===== src/rtl/csr_pkg.sv =====
// csr_pkg: shared types and constants for the machine-mode CSR file.
// Holds the access-type encoding, CSR addresses, bit positions inside
// mstatus/mie/mip/mcause and the mtvec mode type.
package csr_pkg;

  // CSR instruction access encodings used by decode
  typedef enum logic [1:0] {
    ACC_READ_ONLY = 2'd0,
    ACC_WRITE     = 2'd1,
    ACC_SET       = 2'd2,
    ACC_CLEAR     = 2'd3
  } access_type_e;

  // mtvec MODE field; only direct and vectored are legal
  typedef enum logic [1:0] {
    MTVEC_DIRECT   = 2'd0,
    MTVEC_VECTORED = 2'd1
  } mtvec_mode_t;

  // Machine information registers
  localparam logic [11:0] CSR_MVENDORID = 12'hF11;
  localparam logic [11:0] CSR_MARCHID   = 12'hF12;
  localparam logic [11:0] CSR_MIMPID    = 12'hF13;
  localparam logic [11:0] CSR_MHARTID   = 12'hF14;

  // Machine trap setup and handling
  localparam logic [11:0] CSR_MSTATUS   = 12'h300;
  localparam logic [11:0] CSR_MISA      = 12'h301;
  localparam logic [11:0] CSR_MIE       = 12'h304;
  localparam logic [11:0] CSR_MTVEC     = 12'h305;
  localparam logic [11:0] CSR_MSCRATCH  = 12'h340;
  localparam logic [11:0] CSR_MEPC      = 12'h341;
  localparam logic [11:0] CSR_MCAUSE    = 12'h342;
  localparam logic [11:0] CSR_MTVAL     = 12'h343;
  localparam logic [11:0] CSR_MIP       = 12'h344;

  // Counters and their read-only user shadows
  localparam logic [11:0] CSR_MCYCLE    = 12'hB00;
  localparam logic [11:0] CSR_MINSTRET  = 12'hB02;
  localparam logic [11:0] CSR_MCYCLEH   = 12'hB80;
  localparam logic [11:0] CSR_MINSTRETH = 12'hB82;
  localparam logic [11:0] CSR_CYCLE     = 12'hC00;
  localparam logic [11:0] CSR_INSTRET   = 12'hC02;
  localparam logic [11:0] CSR_CYCLEH    = 12'hC80;
  localparam logic [11:0] CSR_INSTRETH  = 12'hC82;

  // mstatus fields
  localparam int MSTATUS_MIE_BIT  = 3;
  localparam int MSTATUS_MPIE_BIT = 7;
  localparam int MSTATUS_MPP_LO   = 11;
  localparam int MSTATUS_MPP_HI   = 12;

  // mie / mip fields share positions
  localparam int IRQ_MSI_BIT = 3;
  localparam int IRQ_MTI_BIT = 7;
  localparam int IRQ_MEI_BIT = 11;
  localparam logic [31:0] MIE_MASK = 32'h0000_0888;

  // mcause interrupt flag
  localparam int MCAUSE_INT_BIT = 31;

  localparam logic [31:0] MISA_VALUE = 32'h4000_0100;

endpackage


===== src/rtl/csr_counter.sv =====
// csr_counter: CNT_WIDTH-bit free-running counter whose low and high
// 32-bit halves can be overwritten. A write in a cycle suppresses that
// cycle's increment so software sees exactly the value it wrote.
module csr_counter #(
  parameter int CNT_WIDTH = 64
) (
  input  logic                 clk,
  input  logic                 reset,
  input  logic                 inc,
  input  logic                 wr_lo,
  input  logic                 wr_hi,
  input  logic [31:0]          wdata,
  output logic [CNT_WIDTH-1:0] value
);

  logic [CNT_WIDTH-1:0] cnt_q;
  logic [CNT_WIDTH-1:0] cnt_d;

  // Next count: half-replacement on write, otherwise wrap-around increment
  always_comb begin
    cnt_d = cnt_q;
    if (wr_lo || wr_hi) begin
      if (wr_lo) cnt_d[31:0] = wdata;
      if (wr_hi) cnt_d[CNT_WIDTH-1:32] = wdata[CNT_WIDTH-33:0];
    end else if (inc) begin
      cnt_d = cnt_q + CNT_WIDTH'(1);
    end
  end

  // Counter register, cleared by the active-low async reset
  always_ff @(posedge clk or negedge reset) begin
    if (!reset) cnt_q <= '0;
    else        cnt_q <= cnt_d;
  end

  assign value = cnt_q;

endmodule


===== src/rtl/csr_file.sv =====
// csr_file: machine-mode CSR file for the single-hart core.
// Combinational reads, clocked writes, trap entry and mret sequencing.
// Same-cycle priority is trap > mret > CSR write; a CSR write in a trap
// or mret cycle is dropped entirely.
// Optional macro CSR_COUNTERS_EN adds mcycle/minstret and their shadows;
// without it those addresses are unknown CSRs.
module csr_file
  import csr_pkg::*;
#(
  parameter int               XLEN        = 32,
  parameter int               CNT_WIDTH   = 64,
  parameter logic [XLEN-1:0]  HART_ID     = '0,
  parameter logic [XLEN-1:0]  MTVEC_RESET = '0
) (
  input  logic            clk,
  input  logic            reset,
  input  logic [11:0]     number,
  input  logic [1:0]      access_type,
  input  logic [XLEN-1:0] in,
  output logic [XLEN-1:0] out,
  output logic            illegal,
  input  logic            retire,
  input  logic            trap,
  input  logic [XLEN-1:0] trap_cause,
  input  logic [XLEN-1:0] trap_pc,
  input  logic [XLEN-1:0] trap_value,
  input  logic            mret,
  input  logic            mtip,
  input  logic            msip,
  input  logic            meip,
  output logic [XLEN-1:0] trap_vector,
  output logic [XLEN-1:0] epc,
  output logic            irq_pending
);

  logic            mstatus_mie_q, mstatus_mie_d;
  logic            mstatus_mpie_q, mstatus_mpie_d;
  logic [XLEN-1:0] mie_q, mie_d;
  logic [XLEN-1:0] mtvec_q, mtvec_d;
  logic [XLEN-1:0] mepc_q, mepc_d;
  logic [XLEN-1:0] mcause_q, mcause_d;
  logic [XLEN-1:0] mtval_q, mtval_d;
  logic [XLEN-1:0] mscratch_q, mscratch_d;

  logic [XLEN-1:0] rdata;
  logic [XLEN-1:0] wdata;
  logic [XLEN-1:0] mip_val;
  logic [XLEN-1:0] tvec_base;
  logic            known;
  logic            read_only;
  logic            wr_req;
  logic            wr_en;
  mtvec_mode_t     wr_mode;

  assign mip_val = {{(XLEN-12){1'b0}}, meip, 3'b000, mtip, 3'b000, msip, 3'b000};

  // SET/CLEAR with a zero operand is a pure read and never writes
  assign wr_req    = (access_type != ACC_READ_ONLY) &&
                     !(((access_type == ACC_SET) || (access_type == ACC_CLEAR)) && (in == '0));
  assign read_only = (number[11:10] == 2'b11);
  assign illegal   = wr_req && (!known || read_only);
  assign wr_en     = wr_req && !illegal && !trap && !mret;
  assign wr_mode   = wdata[1] ? MTVEC_DIRECT : mtvec_mode_t'(wdata[1:0]);

`ifdef CSR_COUNTERS_EN
  logic [CNT_WIDTH-1:0] mcycle_value;
  logic [CNT_WIDTH-1:0] minstret_value;

  csr_counter #(.CNT_WIDTH(CNT_WIDTH)) u_mcycle (
    .clk   (clk),
    .reset (reset),
    .inc   (1'b1),
    .wr_lo (wr_en && (number == CSR_MCYCLE)),
    .wr_hi (wr_en && (number == CSR_MCYCLEH)),
    .wdata (wdata),
    .value (mcycle_value)
  );

  csr_counter #(.CNT_WIDTH(CNT_WIDTH)) u_minstret (
    .clk   (clk),
    .reset (reset),
    .inc   (retire),
    .wr_lo (wr_en && (number == CSR_MINSTRET)),
    .wr_hi (wr_en && (number == CSR_MINSTRETH)),
    .wdata (wdata),
    .value (minstret_value)
  );
`else
  logic unused_retire;
  assign unused_retire = retire;
`endif

  // Read mux: value of the addressed CSR and whether the address exists
  always_comb begin
    rdata = '0;
    known = 1'b1;
    case (number)
      CSR_MSTATUS: begin
        rdata[MSTATUS_MPP_HI:MSTATUS_MPP_LO] = 2'b11;
        rdata[MSTATUS_MPIE_BIT]              = mstatus_mpie_q;
        rdata[MSTATUS_MIE_BIT]               = mstatus_mie_q;
      end
      CSR_MISA:      rdata = MISA_VALUE;
      CSR_MIE:       rdata = mie_q;
      CSR_MTVEC:     rdata = mtvec_q;
      CSR_MSCRATCH:  rdata = mscratch_q;
      CSR_MEPC:      rdata = mepc_q;
      CSR_MCAUSE:    rdata = mcause_q;
      CSR_MTVAL:     rdata = mtval_q;
      CSR_MIP:       rdata = mip_val;
      CSR_MVENDORID: rdata = '0;
      CSR_MARCHID:   rdata = '0;
      CSR_MIMPID:    rdata = '0;
      CSR_MHARTID:   rdata = HART_ID;
`ifdef CSR_COUNTERS_EN
      CSR_MCYCLE,   CSR_CYCLE:    rdata = mcycle_value[31:0];
      CSR_MCYCLEH,  CSR_CYCLEH:   rdata = XLEN'(mcycle_value[CNT_WIDTH-1:32]);
      CSR_MINSTRET, CSR_INSTRET:  rdata = minstret_value[31:0];
      CSR_MINSTRETH, CSR_INSTRETH: rdata = XLEN'(minstret_value[CNT_WIDTH-1:32]);
`endif
      default:       known = 1'b0;
    endcase
  end

  assign out = rdata;

  // Write data for WRITE / SET / CLEAR based on the current value
  always_comb begin
    wdata = in;
    case (access_type)
      ACC_SET:   wdata = rdata | in;
      ACC_CLEAR: wdata = rdata & ~in;
      default:   wdata = in;
    endcase
  end

  // Next state: trap entry, then mret, then a qualified CSR write
  always_comb begin
    mstatus_mie_d  = mstatus_mie_q;
    mstatus_mpie_d = mstatus_mpie_q;
    mie_d          = mie_q;
    mtvec_d        = mtvec_q;
    mepc_d         = mepc_q;
    mcause_d       = mcause_q;
    mtval_d        = mtval_q;
    mscratch_d     = mscratch_q;
    if (trap) begin
      mepc_d         = {trap_pc[XLEN-1:2], 2'b00};
      mcause_d       = trap_cause;
      mtval_d        = trap_value;
      mstatus_mpie_d = mstatus_mie_q;
      mstatus_mie_d  = 1'b0;
    end else if (mret) begin
      mstatus_mie_d  = mstatus_mpie_q;
      mstatus_mpie_d = 1'b1;
    end else if (wr_en) begin
      case (number)
        CSR_MSTATUS: begin
          mstatus_mie_d  = wdata[MSTATUS_MIE_BIT];
          mstatus_mpie_d = wdata[MSTATUS_MPIE_BIT];
        end
        CSR_MIE:      mie_d      = wdata & MIE_MASK;
        CSR_MTVEC:    mtvec_d    = {wdata[XLEN-1:2], wr_mode};
        CSR_MSCRATCH: mscratch_d = wdata;
        CSR_MEPC:     mepc_d     = {wdata[XLEN-1:2], 2'b00};
        CSR_MCAUSE:   mcause_d   = wdata;
        CSR_MTVAL:    mtval_d    = wdata;
        default:      ;
      endcase
    end
  end

  // State registers with asynchronous active-low reset
  always_ff @(posedge clk or negedge reset) begin
    if (!reset) begin
      mstatus_mie_q  <= 1'b0;
      mstatus_mpie_q <= 1'b0;
      mie_q          <= '0;
      mtvec_q        <= MTVEC_RESET;
      mepc_q         <= '0;
      mcause_q       <= '0;
      mtval_q        <= '0;
      mscratch_q     <= '0;
    end else begin
      mstatus_mie_q  <= mstatus_mie_d;
      mstatus_mpie_q <= mstatus_mpie_d;
      mie_q          <= mie_d;
      mtvec_q        <= mtvec_d;
      mepc_q         <= mepc_d;
      mcause_q       <= mcause_d;
      mtval_q        <= mtval_d;
      mscratch_q     <= mscratch_d;
    end
  end

  assign tvec_base = {mtvec_q[XLEN-1:2], 2'b00};

  // Trap target: vectored mode offsets interrupts by 4*cause
  always_comb begin
    trap_vector = tvec_base;
    if ((mtvec_mode_t'(mtvec_q[1:0]) == MTVEC_VECTORED) && trap_cause[MCAUSE_INT_BIT])
      trap_vector = tvec_base + {trap_cause[XLEN-3:0], 2'b00};
  end

  assign epc         = mepc_q;
  assign irq_pending = mstatus_mie_q && |(mie_q & mip_val);

endmodule


===== config.mk =====
export PLATFORM = sky130hd
export DESIGN_NAME = csr_file
export DESIGN_NICKNAME = d
export VERILOG_FILES = /design/src/rtl/csr_pkg.sv /design/src/rtl/csr_counter.sv /design/src/rtl/csr_file.sv
export SDC_FILE = /design/constraint.sdc
export NUM_CORES = 1
export LEC_CHECK = 0
export BUFFER_PORTS_ARGS = -buffer_cell sky130_fd_sc_hd__buf_4
export CAP_MARGIN = 30
export CORE_ASPECT_RATIO = 0.9
export CORE_UTILIZATION = 35
export CTS_CLUSTER_DIAMETER = 120
export DETAILED_ROUTE_END_ITERATION = 12
export MAX_ROUTING_LAYER = met4
export SYNTH_ARGS = -nofsm -noshare
export SYNTH_HDL_FRONTEND = slang
export SYNTH_SLANG_ARGS = --single-unit

===== constraint.sdc =====
create_clock -name clk -period 8.15 [get_ports clk]
set_input_delay 1.63 -clock clk [delete_from_list [all_inputs] [get_ports clk]]
set_output_delay 1.63 -clock clk [all_outputs]
set_load 0.02 [all_outputs]

==> metrics.yaml, run 1 <==
status: "finished, final reports clean"
gp_congestion: 0.9047
worst_pin_slew_ps: 958.0
clock_sinks: 162
synth.distinct_cells: 65
synth_area_per_cell_um2: 9.358
rr_endpoint: "mcause_q[11]"
synth_ff_type: "dfrtp_1"
dp_hpwl_um: 26460
r2r_start: "mie_q[11]"
seq_power_share_pct: 42.6
relSlewSlack_pct: 35.93
cp_data_required_time_ps: 6520
cp_max_fo: 3
worstPathCellList: "buf_4 -> ha_1 -> fa_1 -> a211oi_1 -> o21ai_0 -> nand3b_1 -> a21oi_1 -> o21ai_0 -> a21boi_0 -> or3_1 -> a31o_2 -> buf_4"
cts_root_buf: "clkbuf_16"
synth_edf_count: 0
drt-met1-wl_um: 17680
hold_violations: 0
finalClockSkew_ps: 12.13
clock_latency_ps: 440
syn-instance-count: 1137
viasPerCell: 5.565
netlist_top_cells_count: "nand2_1 (177), dfrtp_1 (162), mux2i_1 (103), mux2_2 (89), o21ai_1 (85)"
highest_layer: "met4"
cp-start-kind: "input port"
grt_usage_pct: 25.11
placed_area_mm2: 0.01265
min_from: "mscratch_q[7]"
nets: 1505
synth_top_area_share_pct: 38.10
hold_end: "mscratch_q[7]"
fin_total_pwr_mw: 2.057
grt-ovfl-total: 0
max_freq_mhz: 158.7
grt_max_degree: 104
r2r_setup_slack_ps: 5990
die_h_um: 167.4
r2r_cells: 8
totalWireLength_um: 37390
clkSlewWorstSetupHoldPaths_ps: 70
hp-class: "reg2reg"
power.switching_uw: 542.6
yosysSeqAreaShare_pct: 38.10
leakage_nw: 6.520
core-area_mm2: 0.02988
cts_inserted_buffers: 17
cp_slowest_cell: "fa_1"
met2WireLength_um: 17290
ctsResizeCount: 0
postCtsSetupRepairBufs: 0
cts_hold_buf: 0
htree_levels: 4
arrival_ps: 4670
layout-drive-gt1-share_pct: 28.95
antenna_found_initial: 1
cts.path.max_buffers: 2
fin_area_mm2: 0.01328
critical-path-max-stage-delay_ps: 460
grt_pass1_wl_um: 56970
min_period_ps: 6301
ys_seq_elements: 162
start_util_pct: 35.61
netSwitchingFraction_pct: 26.38
synth_area_leader_cell: "dfrtp_1"
cts_tree: "yes"
critPathKind: "in2out"
drc_errors: 0
async_reset_ff_share_pct: 100.0
ir_drop_v: 0.0001455
whs_path_depth: 1
grt_setup_unrepaired: "false"
syn_to_final_growth_pct: 24.84
yosys_warnings: 0
syn-cell-area_mm2: 0.01064
drt_iter0_drc: 726
combPwrFrac_pct: 14.7
power.density_mw_per_mm2: 154.8
maxCapViolCount: 0
fin_tns_setup_ps: 0
setup_viol: 0
clkPwrFrac_pct: 42.8
endpoint_kind: "output pin"
antenna_left: 0
worstSetupStartpoint: "trap_cause[0]"
grt_pass1_vias: 9556
ios: 248
die_w_um: 185.8
yosysMostFrequentCell: "nand2_1"
met3WireLength_um: 1974
period_share_pct: 77.32
routed-via-count: 9689
routedWlPerCell_um: 21.48
synthTopCellsByArea: "dfrtp_1 (38%), mux2i_1 (9.7%), mux2_2 (9.4%)"
first_pass_iters: 5
place.port_buffers: 240
p_int_mw: 1.514
rows: 60
drv_slew: 0
die_area_mm2: 0.03110
metrics by stage:
step | std cells | util (%) | setup slack, ps | hold slack (ps)
2_1_floorplan | 1140 | - | 2604 | 475.2
3_3_place_gp | 1708 | 42.29 | 1961 | 483.4
3_5_place_dp | 1709 | 42.35 | 1938 | 490.3
4_1_cts | 1740 | 44.45 | 1898 | 506.0
5_1_grt | 1741 | 44.46 | 1636 | 522.9
6_report | 1741 | 44.46 | 1849 | 506.3
worst max path at each step:
stage               depth (start not counted)              end
floorplan                                  10  trap_vector[12]
global placement                           12  trap_vector[26]
detailed placement                         11  trap_vector[27]
CTS                                        12  trap_vector[24]
global route                               12  trap_vector[26]
finish                                     12  trap_vector[24]
power groups by stage:
stage	combinational [mW]	clock, mW	sequential [mW]
2_1_floorplan	0.141	0	0.897
3_3_place_gp	0.298	0	0.889
3_5_place_dp	0.303	0	0.889
4_1_cts	0.303	0.896	0.875
5_1_grt	0.333	0.926	0.880
6_report	0.302	0.879	0.875
routing by layer:
| metal | track usage (%) | vias to the layer above |
|---|---|---|
| li1 | - | 4558 |
| met1 | 34.98 | 4802 |
| met2 | 38.01 | 305 |
| met3 | 3.719 | 24 |
| met4 | 6.344 | 0 |
| met5 | - | - |
flip-flops by register name (all words and copies together), names as in the netlist:
name / cells
epc: 30
mtvec_q: 31
mscratch_q: 32
mstatus_mie_q: 1
mie_q: 3
mstatus_mpie_q: 1
mtval_q: 32
mcause_q: 32
layout make-up:
| type | instances | area (µm²) |
|---|---|---|
| tap | 403 | 504.2 |
| clock buffer | 22 | 474.2 |
| timing repair buffer | 250 | 1892 |
| fill | 3002 | 16600 |
| multi-input combinational | 885 | 6168 |
| antenna | 1 | 2.502 |
| clock inverter | 9 | 153.9 |
| inverter | 9 | 33.78 |
| sequential | 162 | 4054 |
cells in the final DEF (no fill, tap or decap), types with 17 or more instances in the layout:
| cell | count |
|---|---|
| clkbuf_16 | 17 |
| o21ai_0 | 48 |
| o21ai_1 | 85 |
| dfrtp_1 | 162 |
| nand2_1 | 176 |
| a31oi_1 | 22 |
| nor2b_1 | 28 |
| a21oi_1 | 54 |
| ha_1 | 29 |
| mux2i_1 | 103 |
| nor2_1 | 32 |
| buf_4 | 247 |
| mux2_2 | 89 |
cells by family after synthesis:
| family | Yosys count | synth area share [%] |
|---|---|---|
| muxes | 193 | 19.32 |
| AOI/OAI and AO/OA | 325 | 19.13 |
| xor gates and xnor gates | 19 | 1.564 |
| adders and majority gates | 30 | 3.598 |
| other | 1 | 0.03524 |
| buffers and inverters | 93 | 4.186 |
| and+or+nand+nor | 314 | 14.06 |
| DFF | 162 | 38.10 |
worst max-delay path: cells and delay by family:
family	cells	cell delay, ps
AOI/OAI and AO/OA	6	1430
adders and majority gates	2	700
buffers and inverters	2	280
and+or+nand+nor	2	610
Note: power is estimated with default switching activity, not from simulation.
==> inputs of run 2 (changes only) <==
Settings changed: ABC_AREA from default to 1.
Clock period 8.15 ns to 5.25 ns, I/O delays scaled along.
==> run 2 against run 1 <==
Against the previous run:
- sequential power rose by 58%
- non-clock buffer count rose by 13
- synthesized cell count rose by 63%
- clock power rose by 52%
- critical endpoint is now out[16]
- synthesized area rose by 13%
- combinational power rose by 79%
- die area rose by 13%
- global-route usage rose by 4.2 points
- via count rose by 41%
- final cell count rose by 44%
- highest routed layer unchanged
==> metrics.yaml, run 2 <==
min_period_ps: 4377
routedWlPerCell_um: 20.08
rows: 63
netlist_top_cells_count: "nand2_1 (641), nand3_1 (430), dfrtp_1 (162), nor2_1 (135), inv_1 (85)"
grt_usage_pct: 29.28
synth.distinct_cells: 46
mostFrequentLayoutCells: "nand2_1 (641), nand3_1 (430), buf_4 (259)"
power.density_mw_per_mm2: 221.8
reg.largest.list: "mcause_q: 32 flops, mscratch_q: 32 flops, mtval_q: 32 flops"
ir_drop_v: 0.0002400
worstSetupStartpoint: "number[5]"
antenna_left: 0
hold-worst-slack_ps: 486.2
cts_hold_buf: 0
finalClockSkew_ps: 7.328
fin_tns_setup_ps: 0
dp_hpwl_um: 37610
hold_violations: 0
die_area_mm2: 0.03503
layout_commonest_cell: "nand2_1"
synth_ff_type: "dfrtp_1"
worst_pin_slew_ps: 878.8
clkSlewWorstSetupHoldPaths_ps: 70
drc_errors: 0
syn_to_final_growth_pct: 22.36
grt_pass1_wl_um: 74870
synth_edf_count: 0
clock_latency_ps: 440
first_pass_iters: 7
cp-start-kind: "input port"
die_w_um: 197.2
arrival_ps: 3330
critPathKind: "in2out"
htree_levels: 4
hp-class: "reg2reg"
endpoint_kind: "output pin"
combPwrFrac_pct: 16.6
viasPerCell: 5.439
setup_viol: 0
drv_slew: 0
instances_no_fill: 2503
grt_pass1_vias: 12642
ios: 248
syn-cell-area_mm2: 0.01200
postCtsSetupRepairBufs: 0
power.switching_uw: 965.1
clkPwrFrac_pct: 41.1
cts_tree: "yes"
grt_max_degree: 81
maxCapViolCount: 0
start_util_pct: 35.99
placed_cells: 2469
synth_area_leader_cell: "dfrtp_1"
ys_seq_elements: 162
min_from: "mscratch_q[12]"
status: "finished, final reports clean"
grt-ovfl-total: 0
die_h_um: 177.7
yosysMostFrequentCell: "nand2_1"
yosys_warnings: 0
antenna_found_initial: 2
final_util_pct: 44.04
p_int_mw: 2.292
max_freq_mhz: 228.5
cts_inserted_buffers: 17
layout-drive-gt1-share_pct: 16.81
relSlewSlack_pct: 41.42
period_share_pct: 83.36
yosysSeqAreaShare_pct: 33.78
cp_data_required_time_ps: 4200
synthTopCellsByArea: "dfrtp_1 (34%), nand2_1 (20%), nand3_1 (18%)"
seq_power_share_pct: 42.2
ctsResizeCount: 0
drt_iter0_drc: 1190
place.port_buffers: 240
cts.path.max_buffers: 2
leakage_nw: 7.681
synth_top_area_share_pct: 33.78
synth_area_per_cell_um2: 6.476
core-area_mm2: 0.03334
cp_max_fo: 66
gp_congestion: 0.9821
clock_sinks: 162
grt_setup_unrepaired: "false"
nets: 2213
syn-instance-count: 1853
netSwitchingFraction_pct: 29.63
async_reset_ff_share_pct: 100.0
totalWireLength_um: 50270
r2r_start: "mtvec_q[4]"
routed-via-count: 13615
cts_root_buf: "clkbuf_16"
[run 2: layer usage]
| layer | GRT usage (%) | part of all wire, % | routed length [µm] | vias up |
|---|---|---|---|---|
| met5 | - | 0 | 0 | - |
| met4 | 9.593 | 2.8 | 1423 | 0 |
| met3 | 3.934 | 6.4 | 3221 | 65 |
| met2 | 48.28 | 49 | 24640 | 565 |
| met1 | 37.01 | 42 | 20990 | 6473 |
| li1 | - | - | - | 6512 |
[run 2: kinds of logic after synthesis]
| logic type | Yosys count | synth area share, % |
|---|---|---|
| buffers and inverters | 201 | 7.601 |
| and+or+nand+nor | 1272 | 46.62 |
| xor gates and xnor gates | 8 | 0.5839 |
| adders and majority gates | 30 | 3.191 |
| DFF | 162 | 33.78 |
| other | 1 | 0.03125 |
| AOI/OAI and AO/OA | 179 | 8.195 |
[run 2: metrics by stage]
stage	cell area, µm²	power (mW)	worst slack, ps
3_3_place_gp	14010	1.933	1005
4_1_cts	14680	3.266	959.4
2_1_floorplan	12010	1.658	1458
5_1_grt	14680	3.376	732.2
3_5_place_dp	14070	1.940	979.7
6_report	14680	3.257	873.3
[run 2: worst paths after layout]
kind,slack [ps],depth (start not counted),end
max reg2reg,3480,8,mcause_q[4]
min in group asynchronous,660,1,epc[28]
max in group asynchronous,3330,2,mscratch_q[24]
min reg2reg,490,2,mscratch_q[12]
min,490,2,mscratch_q[12]
max,870,10,out[16]
[run 2: final cells by class]
type	count	area (µm²)
Fill cell	3582	18660
Multi-Input combinational cell	1493	7048
Sequential cell	162	4054
Timing Repair Buffer	263	2031
Tap cell	455	569.3
Clock buffer	19	452.9
Inverter	96	365.4
Clock inverter	13	158.9
Antenna cell	2	5.005
[run 2: power by group through the flow]
stage | Combinational [mW] | Clock [mW] | Sequential, mW
after floorplan | 0.257 | 0 | 1.40
after global placement | 0.534 | 0 | 1.40
after detailed placement | 0.541 | 0 | 1.40
after CTS | 0.543 | 1.35 | 1.38
after global routing | 0.595 | 1.40 | 1.38
final | 0.541 | 1.34 | 1.38
[run 2: worst max-delay path: stages]
cell      delay, ps
buf_4           110
nor2_1          160
nand2_1         170
nor2_4          320
buf_4           630
nand3_1         170
nand2_1         130
a21oi_1          60
o211ai_1        240
buf_4           230
